**src/rtl/dpi_sync_pkg.sv**
```systemverilog
// Shared constants for the DPI mode lock detector: FSM encodings, mode index
// width and the default video mode table.
package dpi_sync_pkg;

  localparam int MODE_IDX_W = 3;

  localparam logic [1:0] ST_UNLOCKED = 2'd0;
  localparam logic [1:0] ST_ACQUIRE  = 2'd1;
  localparam logic [1:0] ST_LOCKED   = 2'd2;
  localparam logic [1:0] ST_HOLD     = 2'd3;

  // Entry 0 sits in the least significant slice.
  localparam logic [63:0] DEF_MODE_FREQ  = {16'd51206, 16'd40000, 16'd33264, 16'd25175};
  localparam logic [43:0] DEF_MODE_WIDTH = {11'd1024, 11'd800, 11'd800, 11'd640};

endpackage

```
**src/rtl/dpi_mode_lock_detector_if.sv**
```systemverilog
// Measurement input and sync status bundle between the DPI meters and the
// lock detector.
interface dpi_mode_lock_detector_if #(
  parameter int FREQ_W  = 16,
  parameter int WIDTH_W = 11
);
  import dpi_sync_pkg::*;

  logic [FREQ_W-1:0]     freq;
  logic [WIDTH_W-1:0]    width;
  logic                  meas_valid;
  logic                  is_sync;
  logic [MODE_IDX_W-1:0] mode_idx;
  logic                  mode_changed;
  logic                  sync_lost;
  logic [1:0]            state;

  modport master (
    output freq, width, meas_valid,
    input  is_sync, mode_idx, mode_changed, sync_lost, state
  );

  modport slave (
    input  freq, width, meas_valid,
    output is_sync, mode_idx, mode_changed, sync_lost, state
  );

endinterface

```
**src/rtl/dpi_mode_match.sv**
```systemverilog
// Single-entry open-window comparator: hit when TARGET-TOL < value < TARGET+TOL,
// with the lower bound clamped at zero and the upper bound kept in W+1 bits.
module dpi_mode_match #(
  parameter int            W      = 16,
  parameter logic [W-1:0]  TARGET = {W{1'b0}},
  parameter int            TOL    = 0
) (
  input  logic [W-1:0] i_value,
  output logic         o_hit
);

  localparam logic [W:0] TGT_X = {1'b0, TARGET};
  localparam logic [W:0] TOL_X = (W+1)'(TOL);
  localparam logic [W:0] LO_X  = (TGT_X >= TOL_X) ? (TGT_X - TOL_X) : {(W+1){1'b0}};
  localparam logic [W:0] HI_X  = TGT_X + TOL_X;

  logic [W:0] w_value_x;

  assign w_value_x = {1'b0, i_value};
  assign o_hit     = (w_value_x > LO_X) && (w_value_x < HI_X);

endmodule

```
**src/rtl/dpi_mode_lock_detector.sv**
```systemverilog
// Matches each DPI measurement against the mode table and qualifies the result
// with acquire/hold counting before reporting sync and the locked mode.
module dpi_mode_lock_detector
  import dpi_sync_pkg::*;
#(
  parameter int                           NUM_MODES  = 4,
  parameter int                           FREQ_W     = 16,
  parameter int                           WIDTH_W    = 11,
  parameter logic [NUM_MODES*FREQ_W-1:0]  MODE_FREQ  = DEF_MODE_FREQ,
  parameter logic [NUM_MODES*WIDTH_W-1:0] MODE_WIDTH = DEF_MODE_WIDTH,
  parameter int                           TOL_FREQ   = 256,
  parameter int                           TOL_WIDTH  = 2,
  parameter int                           LOCK_CNT   = 4,
  parameter int                           UNLOCK_CNT = 3
) (
  input logic                     i_clk,
  input logic                     i_rst,
  dpi_mode_lock_detector_if.slave sif
);

  localparam int CNT_MAX = (LOCK_CNT > UNLOCK_CNT) ? LOCK_CNT : UNLOCK_CNT;
  localparam int CNT_W   = ($clog2(CNT_MAX + 1) > 3) ? $clog2(CNT_MAX + 1) : 3;
  localparam logic [CNT_W-1:0] CNT_ZERO = {CNT_W{1'b0}};
  localparam logic [CNT_W-1:0] CNT_ONE  = CNT_W'(1);
  localparam logic [CNT_W-1:0] CNT_SAT  = {CNT_W{1'b1}};
  localparam logic [CNT_W-1:0] LOCK_C   = CNT_W'(LOCK_CNT);
  localparam logic [CNT_W-1:0] UNLOCK_C = CNT_W'(UNLOCK_CNT);

  logic [NUM_MODES-1:0]  w_f_hit, w_w_hit, w_hit;
  logic [MODE_IDX_W-1:0] w_hit_idx;
  logic                  w_miss;
  logic                  r_pv, r_miss;
  logic [MODE_IDX_W-1:0] r_hit_idx;
  logic [1:0]            r_state, w_state_nx;
  logic [CNT_W-1:0]      r_cnt, w_cnt_nx, w_cnt_inc;
  logic [MODE_IDX_W-1:0] r_cand, w_cand_nx, r_mode_idx, w_mode_nx;
  logic                  r_is_sync, w_is_sync_nx, r_mode_changed, r_sync_lost;

  for (genvar g = 0; g < NUM_MODES; g++) begin : g_mode
    dpi_mode_match #(.W(FREQ_W), .TARGET(MODE_FREQ[g*FREQ_W +: FREQ_W]), .TOL(TOL_FREQ))
      u_freq (.i_value(sif.freq), .o_hit(w_f_hit[g]));
    dpi_mode_match #(.W(WIDTH_W), .TARGET(MODE_WIDTH[g*WIDTH_W +: WIDTH_W]), .TOL(TOL_WIDTH))
      u_width (.i_value(sif.width), .o_hit(w_w_hit[g]));
    assign w_hit[g] = w_f_hit[g] & w_w_hit[g];
  end

  assign w_miss = ~|w_hit;

  // Priority encoder: scanning downwards leaves the lowest hitting index.
  always_comb begin
    w_hit_idx = {MODE_IDX_W{1'b0}};
    for (int i = NUM_MODES - 1; i >= 0; i--) begin
      w_hit_idx = w_hit[i] ? MODE_IDX_W'(i) : w_hit_idx;
    end
  end

  // Match stage: register the encoded result of every strobe.
  always_ff @(posedge i_clk or posedge i_rst) begin
    if (i_rst) begin
      r_pv      <= 1'b0;
      r_miss    <= 1'b0;
      r_hit_idx <= {MODE_IDX_W{1'b0}};
    end else begin
      r_pv      <= sif.meas_valid;
      r_miss    <= w_miss;
      r_hit_idx <= w_hit_idx;
    end
  end

  assign w_cnt_inc = (r_cnt == CNT_SAT) ? r_cnt : r_cnt + CNT_ONE;

  // Lock qualification; idle cycles leave every register untouched.
  always_comb begin
    w_state_nx = r_state;
    w_cnt_nx   = r_cnt;
    w_cand_nx  = r_cand;
    w_mode_nx  = r_mode_idx;
    if (r_pv) begin
      case (r_state)
        ST_UNLOCKED: begin
          if (r_miss) begin
            w_state_nx = ST_UNLOCKED;
          end else if (LOCK_CNT == 1) begin
            w_state_nx = ST_LOCKED;
            w_cand_nx  = r_hit_idx;
            w_mode_nx  = r_hit_idx;
            w_cnt_nx   = CNT_ZERO;
          end else begin
            w_state_nx = ST_ACQUIRE;
            w_cand_nx  = r_hit_idx;
            w_cnt_nx   = CNT_ONE;
          end
        end
        ST_ACQUIRE: begin
          if (r_miss) begin
            w_state_nx = ST_UNLOCKED;
            w_cnt_nx   = CNT_ZERO;
          end else if (r_hit_idx != r_cand) begin
            w_cand_nx = r_hit_idx;
            w_cnt_nx  = CNT_ONE;
          end else if (w_cnt_inc >= LOCK_C) begin
            w_state_nx = ST_LOCKED;
            w_mode_nx  = r_cand;
            w_cnt_nx   = CNT_ZERO;
          end else begin
            w_cnt_nx = w_cnt_inc;
          end
        end
        ST_LOCKED: begin
          if (!r_miss && (r_hit_idx == r_mode_idx)) begin
            w_state_nx = ST_LOCKED;
          end else if (UNLOCK_CNT == 1) begin
            w_state_nx = ST_UNLOCKED;
            w_cnt_nx   = CNT_ZERO;
          end else begin
            w_state_nx = ST_HOLD;
            w_cnt_nx   = CNT_ONE;
          end
        end
        ST_HOLD: begin
          if (!r_miss && (r_hit_idx == r_mode_idx)) begin
            w_state_nx = ST_LOCKED;
            w_cnt_nx   = CNT_ZERO;
          end else if (w_cnt_inc >= UNLOCK_C) begin
            w_state_nx = ST_UNLOCKED;
            w_cnt_nx   = CNT_ZERO;
          end else begin
            w_cnt_nx = w_cnt_inc;
          end
        end
        default: begin
          w_state_nx = ST_UNLOCKED;
          w_cnt_nx   = CNT_ZERO;
        end
      endcase
    end else begin
      w_state_nx = r_state;
    end
  end

  assign w_is_sync_nx = (w_state_nx == ST_LOCKED) || (w_state_nx == ST_HOLD);

  // FSM and registered status outputs; edges of is_sync produce the pulses.
  always_ff @(posedge i_clk or posedge i_rst) begin
    if (i_rst) begin
      r_state        <= ST_UNLOCKED;
      r_cnt          <= CNT_ZERO;
      r_cand         <= {MODE_IDX_W{1'b0}};
      r_mode_idx     <= {MODE_IDX_W{1'b0}};
      r_is_sync      <= 1'b0;
      r_mode_changed <= 1'b0;
      r_sync_lost    <= 1'b0;
    end else begin
      r_state        <= w_state_nx;
      r_cnt          <= w_cnt_nx;
      r_cand         <= w_cand_nx;
      r_mode_idx     <= w_mode_nx;
      r_is_sync      <= w_is_sync_nx;
      r_mode_changed <= !r_is_sync && w_is_sync_nx;
      r_sync_lost    <= r_is_sync && !w_is_sync_nx;
    end
  end

  assign sif.state        = r_state;
  assign sif.is_sync      = r_is_sync;
  assign sif.mode_idx     = r_mode_idx;
  assign sif.mode_changed = r_mode_changed;
  assign sif.sync_lost    = r_sync_lost;

endmodule

```
**src/flat_wrapper.sv**
```systemverilog
// flat-port wrapper written by rule: the top's interface ports become plain ports
module dpi_mode_lock_detector_flat import dpi_sync_pkg::*;
#(
  parameter int                           NUM_MODES  = 4,
  parameter int                           FREQ_W     = 16,
  parameter int                           WIDTH_W    = 11,
  parameter logic [NUM_MODES*FREQ_W-1:0]  MODE_FREQ  = DEF_MODE_FREQ,
  parameter logic [NUM_MODES*WIDTH_W-1:0] MODE_WIDTH = DEF_MODE_WIDTH,
  parameter int                           TOL_FREQ   = 256,
  parameter int                           TOL_WIDTH  = 2,
  parameter int                           LOCK_CNT   = 4,
  parameter int                           UNLOCK_CNT = 3
)
  (i_clk, i_rst, sif_freq, sif_width, sif_meas_valid, sif_is_sync, sif_mode_idx, sif_mode_changed, sif_sync_lost, sif_state);
  dpi_mode_lock_detector_if #(.FREQ_W(FREQ_W), .WIDTH_W(WIDTH_W)) sif_i ();
  input logic i_clk;
  input logic i_rst;
  input wire logic [$bits(sif_i.freq)-1:0] sif_freq;
  input wire logic [$bits(sif_i.width)-1:0] sif_width;
  input wire logic [$bits(sif_i.meas_valid)-1:0] sif_meas_valid;
  output wire logic [$bits(sif_i.is_sync)-1:0] sif_is_sync;
  output wire logic [$bits(sif_i.mode_idx)-1:0] sif_mode_idx;
  output wire logic [$bits(sif_i.mode_changed)-1:0] sif_mode_changed;
  output wire logic [$bits(sif_i.sync_lost)-1:0] sif_sync_lost;
  output wire logic [$bits(sif_i.state)-1:0] sif_state;
  assign sif_i.freq = sif_freq;
  assign sif_i.width = sif_width;
  assign sif_i.meas_valid = sif_meas_valid;
  assign sif_is_sync = sif_i.is_sync;
  assign sif_mode_idx = sif_i.mode_idx;
  assign sif_mode_changed = sif_i.mode_changed;
  assign sif_sync_lost = sif_i.sync_lost;
  assign sif_state = sif_i.state;
  dpi_mode_lock_detector #(.NUM_MODES(NUM_MODES), .FREQ_W(FREQ_W), .WIDTH_W(WIDTH_W), .MODE_FREQ(MODE_FREQ), .MODE_WIDTH(MODE_WIDTH), .TOL_FREQ(TOL_FREQ), .TOL_WIDTH(TOL_WIDTH), .LOCK_CNT(LOCK_CNT), .UNLOCK_CNT(UNLOCK_CNT)) u_core (.i_clk(i_clk), .i_rst(i_rst), .sif(sif_i));
endmodule
```
**config.mk**
```make
export PLATFORM = sky130hd
export DESIGN_NAME = dpi_mode_lock_detector_flat
export DESIGN_NICKNAME = d
export VERILOG_FILES = /design/src/rtl/dpi_sync_pkg.sv /design/src/rtl/dpi_mode_lock_detector_if.sv /design/src/rtl/dpi_mode_match.sv /design/src/rtl/dpi_mode_lock_detector.sv /design/src/flat_wrapper.sv
export SDC_FILE = /design/constraint.sdc
export NUM_CORES = 1
export LEC_CHECK = 0
export BUFFER_PORTS_ARGS = -buffer_cell sky130_fd_sc_hd__buf_2
export CAP_MARGIN = 20
export CORE_MARGIN = 10
export CORE_UTILIZATION = 40
export CTS_CLUSTER_DIAMETER = 60
export DETAILED_ROUTE_END_ITERATION = 8
export PLACE_DENSITY_LB_ADDON = 0.3
export SETUP_SLACK_MARGIN = 0.05
export SLEW_MARGIN = 10
export SYNTH_ARGS = -nofsm -noshare
export SYNTH_HDL_FRONTEND = slang
export SYNTH_HIERARCHICAL = 1
export SYNTH_SLANG_ARGS = --single-unit
export TNS_END_PERCENT = 100
```
**constraint.sdc**
```tcl
create_clock -name i_clk -period 1.69 [get_ports i_clk]
set_clock_uncertainty 0.2 [all_clocks]
set_input_delay 0.2535 -clock i_clk [delete_from_list [all_inputs] [get_ports i_clk]]
set_output_delay 0.2535 -clock i_clk [all_outputs]
set_load 0.03 [all_outputs]
```
# After elaboration in Yosys (flattened, before gate mapping)
# Cells that the tools add are included.
[classes]
add_sub_neg = 1
n_bitwise = 6
n_lt_le_gt_ge = 16
reduce_logical = 21
eq_ne = 12
muxes = 26
[op_table]
columns = ["op", "count"]
rows = [
  ["> comparator 16 bit, second input constant", 3],
  ["less-than comparator 16 bit, second input constant", 3],
  ["two-way mux 3 bit", 14],
  ["> comparator 11 x 10 -> 1 bit, second input constant", 3],
  ["less-than comparator 11 x 10 -> 1 bit, second input constant", 2],
  ["> comparator 16 x 15 -> 1 bit, second input constant", 1],
  ["less-than comparator 16 x 15 -> 1 bit, second input constant", 1],
  ["two-way mux 2 bit", 7],
  ["one-hot mux 3 bit (4 select lines)", 1],
  ["less-than comparator 11 bit, second input constant", 1],
  ["logical AND 1 bit", 10],
  ["AND reduction 5 bit", 2],
  ["== test 2 bit, second input constant", 4],
  ["one-hot mux 2 bit (4 select lines)", 1],
  ["!= test 2 bit, second input constant", 3],
  ["one-hot mux 3 bit (2 select lines)", 1],
  ["AND 1 bit", 4],
  ["logical NOT 1 bit", 4],
  ["OR reduction 4 bit", 1],
  ["adder 3 x 1 -> 3 bit, second input constant", 1],
  ["== test 3 bit", 1],
  ["== test 3 bit, second input constant", 1],
  [">= comparator 3 x 2 -> 1 bit, second input constant", 1],
  [">= comparator 3 bit, second input constant", 1],
  ["other kinds (9)", 11],
]
[totals]
regBits = 19
inputBits = 30
output_inout_bits = 8

# Depth between registers and ports, before layout
[logic_depth]
ltp_word = 12
depth_mapped = 6
depth_no_buf = 6

# Cells and area by module
# The synthesis kept the hierarchy.
[modules_own_cells]
columns = ["mod", "cells_per_inst", "area_per_inst_um2", "seq_area_each_um2", "instances"]
rows = [
  ["dpi_mode_lock_detector", 75, 797.0, 400.4, 1],
  ["dpi_mode_match at u_core.g_mode[1].u_width ...", 6, 43.8, 0.0, 2],
  ["dpi_mode_match at u_core.g_mode[3].u_freq", 12, 82.6, 0.0, 1],
  ["dpi_mode_match at u_core.g_mode[0].u_freq", 11, 78.8, 0.0, 1],
  ["dpi_mode_match at u_core.g_mode[2].u_freq", 10, 75.1, 0.0, 1],
  ["dpi_mode_match at u_core.g_mode[3].u_width", 8, 63.8, 0.0, 1],
  ["dpi_mode_match at u_core.g_mode[1].u_freq", 8, 62.6, 0.0, 1],
  ["dpi_mode_match at u_core.g_mode[0].u_width", 10, 48.8, 0.0, 1],
]

# Worst setup path after synthesis
# No wires, ideal clock.
[synth_path]
path_kind = "input to register"
start = "input sif_freq[7]"
end = "register u_core.r_miss"
t_required_ns = 1.370
path_slack_ns = -0.273
t_arrival_ns = 1.644
stages = 6
n_path_buf = 0
setup_ns = 0.120
path_cell_list = "or4_4 -> o21ai_2 -> mux2_1 -> nor3_1 -> nand2_1 -> and3b_1"
[synth_via]
elab_chain_len = 5
word_cells_on_any_way = 18
cone_classes = "order compare: 8; bitwise: 4; reduce/logical: 6"
[synth_lines]
columns = ["item", "line_no", "rtl"]
rows = [
  ["start, declared", "flat_wrapper.sv:18", "input wire logic [$bits(sif_i.freq)-1:0] sif_freq;"],
  ["> comparator 16 bit or less-than comparator 16 bit (tied branches)", "dpi_mode_match.sv:20", "assign o_hit = (w_value_x > LO_X) && (w_value_x < HI_X);"],
  ["logical AND 1 bit *", "dpi_mode_match.sv:20", ""],
  ["named net u_core.w_f_hit[3]", "dpi_mode_lock_detector.sv:29", "logic [NUM_MODES-1:0] w_f_hit, w_w_hit, w_hit;"],
  ["AND 1 bit *", "dpi_mode_lock_detector.sv:44", "assign w_hit[g] = w_f_hit[g] & w_w_hit[g];"],
  ["OR reduction 4 bit *", "dpi_mode_lock_detector.sv:47", "assign w_miss = ~|w_hit;"],
  ["logical NOT 1 bit *", "dpi_mode_lock_detector.sv:47", ""],
  ["named net u_core.w_miss", "dpi_mode_lock_detector.sv:31", "logic w_miss;"],
  ["end signal, assigned", "dpi_mode_lock_detector.sv:65", "r_miss <= w_miss;"],
  ["end, declared", "dpi_mode_lock_detector.sv:32", "logic r_pv, r_miss;"],
]
# The timed path passes the listed nets; every way through them passes the cells marked *.
# A chain may end at the register's enable or synchronous reset.

# Worst setup path after layout
[layout_path]
start = "register u_core.r_hit_idx[0]"
end = "register u_core.r_mode_idx[1], in the netlist u_core/sif.mode_idx[1]"
[layout_via]
elab_chain_len = 3
[layout_lines]
columns = ["item", "line_no", "rtl"]
rows = [
  ["start, declared", "dpi_mode_lock_detector.sv:33", "logic [MODE_IDX_W-1:0] r_hit_idx;"],
  ["start signal, assigned", "dpi_mode_lock_detector.sv:62", "r_hit_idx <= {MODE_IDX_W{1'b0}};"],
  ["start signal, assigned", "dpi_mode_lock_detector.sv:66", "r_hit_idx <= w_hit_idx;"],
  ["!= test 3 bit", "dpi_mode_lock_detector.sv:98", "end else if (r_hit_idx != r_cand) begin"],
  ["NOT 1 bit (no line)", "n/a", ""],
  ["AND reduction 5 bit (no line)", "n/a", ""],
  ["end signal, assigned", "dpi_mode_lock_detector.sv:149", "r_mode_idx <= {MODE_IDX_W{1'b0}};"],
  ["end signal, assigned", "dpi_mode_lock_detector.sv:157", "r_mode_idx <= w_mode_nx;"],
  ["end, declared", "dpi_mode_lock_detector.sv:36", "logic [MODE_IDX_W-1:0] r_cand, w_cand_nx, r_mode_idx, w_mode_nx;"],
]
# Every way passes these cells.

==> metrics.md <==
| Metric | Value |
|---|---|
| Endpoints failing setup | `5` |
| Fin. max-slew vios | `0` |
| Drt via density | `5.61` |
| Critical path, cell by cell | `xnor2_2 -> nand2_1 -> or3_4 -> mux2_4` |
| Cell taking the most area after synthesis | `dfrtp_1` |
| Slew HR | `roughly 60%` |
| Worst-path maximum fanout | `6` |
| Longest Clk Path Bufs | `2` |
| Placer Congestion | `0.896` |
| Initial DRC count | `between 80 and 90` |
| Crit path arrival time | `1.73 ns` |
| Core area | `3080 µm²` |
| Yosys warns | `6` |
| FMAX | `0.572 GHz` |
| Worst slew pin tran | `0.595 ns` |
| Hold Vio Cnt, Final | `0` |
| Leak | `0.934 nW` |
| Count leader, synth | `dfrtp_1` |
| CTS tree | `built` |
| RSZ-0062 raised after global routing | `yes` |
| Worst Hold Slack | `~0.14 ns` |
| Chip Height | `76.9 µm` |
| Post-synth top cells | `16 x dfrtp_1, 14 x nand2_1, 7 x a21oi_1, 7 x nand4_1, 7 x nor2_1` |
| Worst path required time | `1.68 ns` |
| Critical Path Sink Type | `flip-flop` |
| Max Cap Viol | `0` |
| Routed wire per std cell | `15.4 µm` |
| Final Non-Filler Cells | `between 200 and 300` |
| Final worst slack | `-0.0572 ns` |
| Main flop type after synthesis | `dfrtp_1` |
| Power per cell area | `395 nW/µm²` |
| Avg Cell Area, Syn | `8.88 µm²` |
| First drt pass iteration count | `5` |
| Synth Register Bits | `16` |
| Asr flop ratio synth | `100%` |
| Routed Antenna Nets | `0` |
| Mapped Area | `1300 µm²` |
| ANT cells | `0` |
| Status | `finished, violations left` |
| Yosys top cell area share | `30.9%` |
| DP HPWL | `3.27 mm` |
| Placed insts | `266` |
| Vias | `1542` |
| Pwr Total | `0.000830 W` |
| Post-synth EDFFs | `0` |
| Die Wd | `about 77 µm` |
| Violated checks | `setup timing` |
| Fillers | `247` |
| Die Area | `5920 µm²` |
| Mapped Cells | `between 100 and 150` |
| Synth cell types | `49` |
| Max VDD drop | `0.193 mV` |
| Min cycle time layout | `1.75 ns` |
| Top post-synthesis cells by area | `dfrtp_1 31%, nand2_1 4.1%, nand4b_1 4.1%, nand4_1 3.4%, nand3b_1 2.9%` |
| Reg clk slew, reported paths | `0.09 ns` |
| Worst hold path type | `primary input to flip-flop` |
| CP max stage delay | `0.44 ns` |
| Clock Sinks | `16` |
| First-pass GRT wire length | `7.01 mm` |
| CTS Buf Count | `3` |
| Starting Density | `42.1%` |
| PortBufs | `36` |
| Slowest-stage cell, CP | `or3_4` |
| Design area | `between 2000 and 2500 µm²` |
| Total wire length | `4.22 mm` |
| Cell row count | `20` |
| Gr usage total | `13.8%` |
| Seq/Total Area, Yosys | `30.9%` |
| I/O pin cnt | `38` |
| Share of cells above drive strength 1 | `51.1%` |
| Remaining DRCs | `0` |
| Grt ovf | `0` |
| Htree depth | `1` |
| Root buf cell | `clkbuf_4` |
| Final worst-path cycle share | `103%` |
| Final nets | `263` |
| P&R area growth vs syn | `62.0%` |
| Initial antenna violation count | `0` |
| Clock Latency Late Sink | `0.29 ns` |
| Largest net degree at the start of global routing | `17` |
| CP Launch Type | `flip-flop` |
| Kind of critical path | `flip-flop to flip-flop` |
| Number of global-route vias before repair | `1649` |
| Placed cell area | `1850 µm²` |
| Syn Nets | `177` |
sequential cells by signal, indices dropped and copies added (netlist names):
signal,flops
u_core/sif.mode_idx,2
u_core/sif.is_sync,1
u_core/r_hit_idx,2
u_core/sif.mode_changed,1
u_core/r_cand,2
u_core/r_cnt,3
u_core/r_miss,1
u_core/r_pv,1
u_core/sif.state,2
u_core/sif.sync_lost,1
metrics by stage:
step                utilization [%]  setup slack (ns)  TNS [ns]
detailed placement             60.1            -0.394     -1.69
finish                         68.2           -0.0572    -0.177
CTS                            65.0           -0.0553    -0.175
global placement               60.1            -0.337     -1.20
floorplan                         -            -0.191    -0.745
global route                   68.2           -0.0864    -0.421
worst max-delay path, delay by kind of cell, from the launching register on:
| family | cells | cell delay, ns |
|---|---|---|
| DFF | 1 | 0.42 |
| and+or+nand+nor | 2 | 0.54 |
| xor gates and xnor gates | 1 | 0.18 |
| muxes | 1 | 0.31 |
what timing repair did:
item / 4_1_cts / 5_1_grt
setup buffers: 2 / 1
setup endpoints to repair: 12 / 12
gates resized for setup: 15 / 13
cloned: 0 / 0
endpoints found under the hold margin: 17 / 0
hold buffers: 2 / 0
pin swaps: 8 / 7
kinds of logic after synthesis:
kind of cell               count (synthesis)  share of synthesized area (%)
other                                      1                          0.289
AOI/OAI and AO/OA                         29                           16.4
buffers and inverters                      9                           3.47
xor gates and xnor gates                   4                           2.70
DFF                                       16                           30.9
muxes                                      7                           6.47
adders and majority gates                  1                          0.965
and+or+nand+nor                           79                           38.8
final timing paths:
path	cells past startpoint	endpoint	start	slack, ns
setup / recovery	4	u_core/sif.mode_idx[1]	u_core/r_hit_idx[0]	-0.06
hold / removal	4	u_core/r_hit_idx[1]	sif_freq[14]	0.14
setup reg to reg	4	u_core/sif.mode_idx[1]	u_core/r_hit_idx[0]	-0.06
hold reg to reg	1	u_core/sif.mode_changed	u_core/sif.is_sync	0.25
max in group asynchronous	3	u_core/sif.state[1]	i_rst	0.51
min in group asynchronous	3	u_core/sif.is_sync	i_rst	0.36
final cells by class:
class / count / area (µm²) / share of cell area [%]
well taps: 44 / 55.1 / 2.62
multi-input cells: 121 / 1010 / 48.3
inverters: 6 / 22.5 / 1.07
clock buffers: 4 / 36.3 / 1.73
flip-flops and latches: 16 / 402 / 19.1
repair buffers: 84 / 571 / 27.2
cell usage in the layout (no fill, tap or decap), drive strengths merged, types with 3 or more instances in the layout:
master  count
and3        4
buf        82
nand2      14
a21oi       7
mux2        5
nand4b      6
nor4        8
xnor2       4
o21ai       4
nand3b      5
clkbuf      4
a211oi      3
or3         4
inv         6
nor2        7
or4         3
dfrtp      16
nor4b       3
nand3       3
nand4       7
nor2b       5
nor3        4
power by group:
part           switching (W)  leakage, nW  internal [W]
sequential        0.00000107        0.214      0.000384
clock               0.000125       0.0210      0.000131
combinational      0.0000943        0.699     0.0000945
total               0.000220        0.934      0.000610
per-layer routing:
| metal | vias to the layer above | GRT usage (%) | share of wire [%] |
|---|---|---|---|
| met5 | - | 0 | 0 |
| met4 | 0 | 9.48 | 2.4 |
| met3 | 9 | 2.45 | 3.5 |
| met2 | 47 | 23.5 | 53 |
| met1 | 743 | 15.2 | 42 |
| li1 | 743 | - | - |
Note: power is estimated with default switching activity, not from simulation.
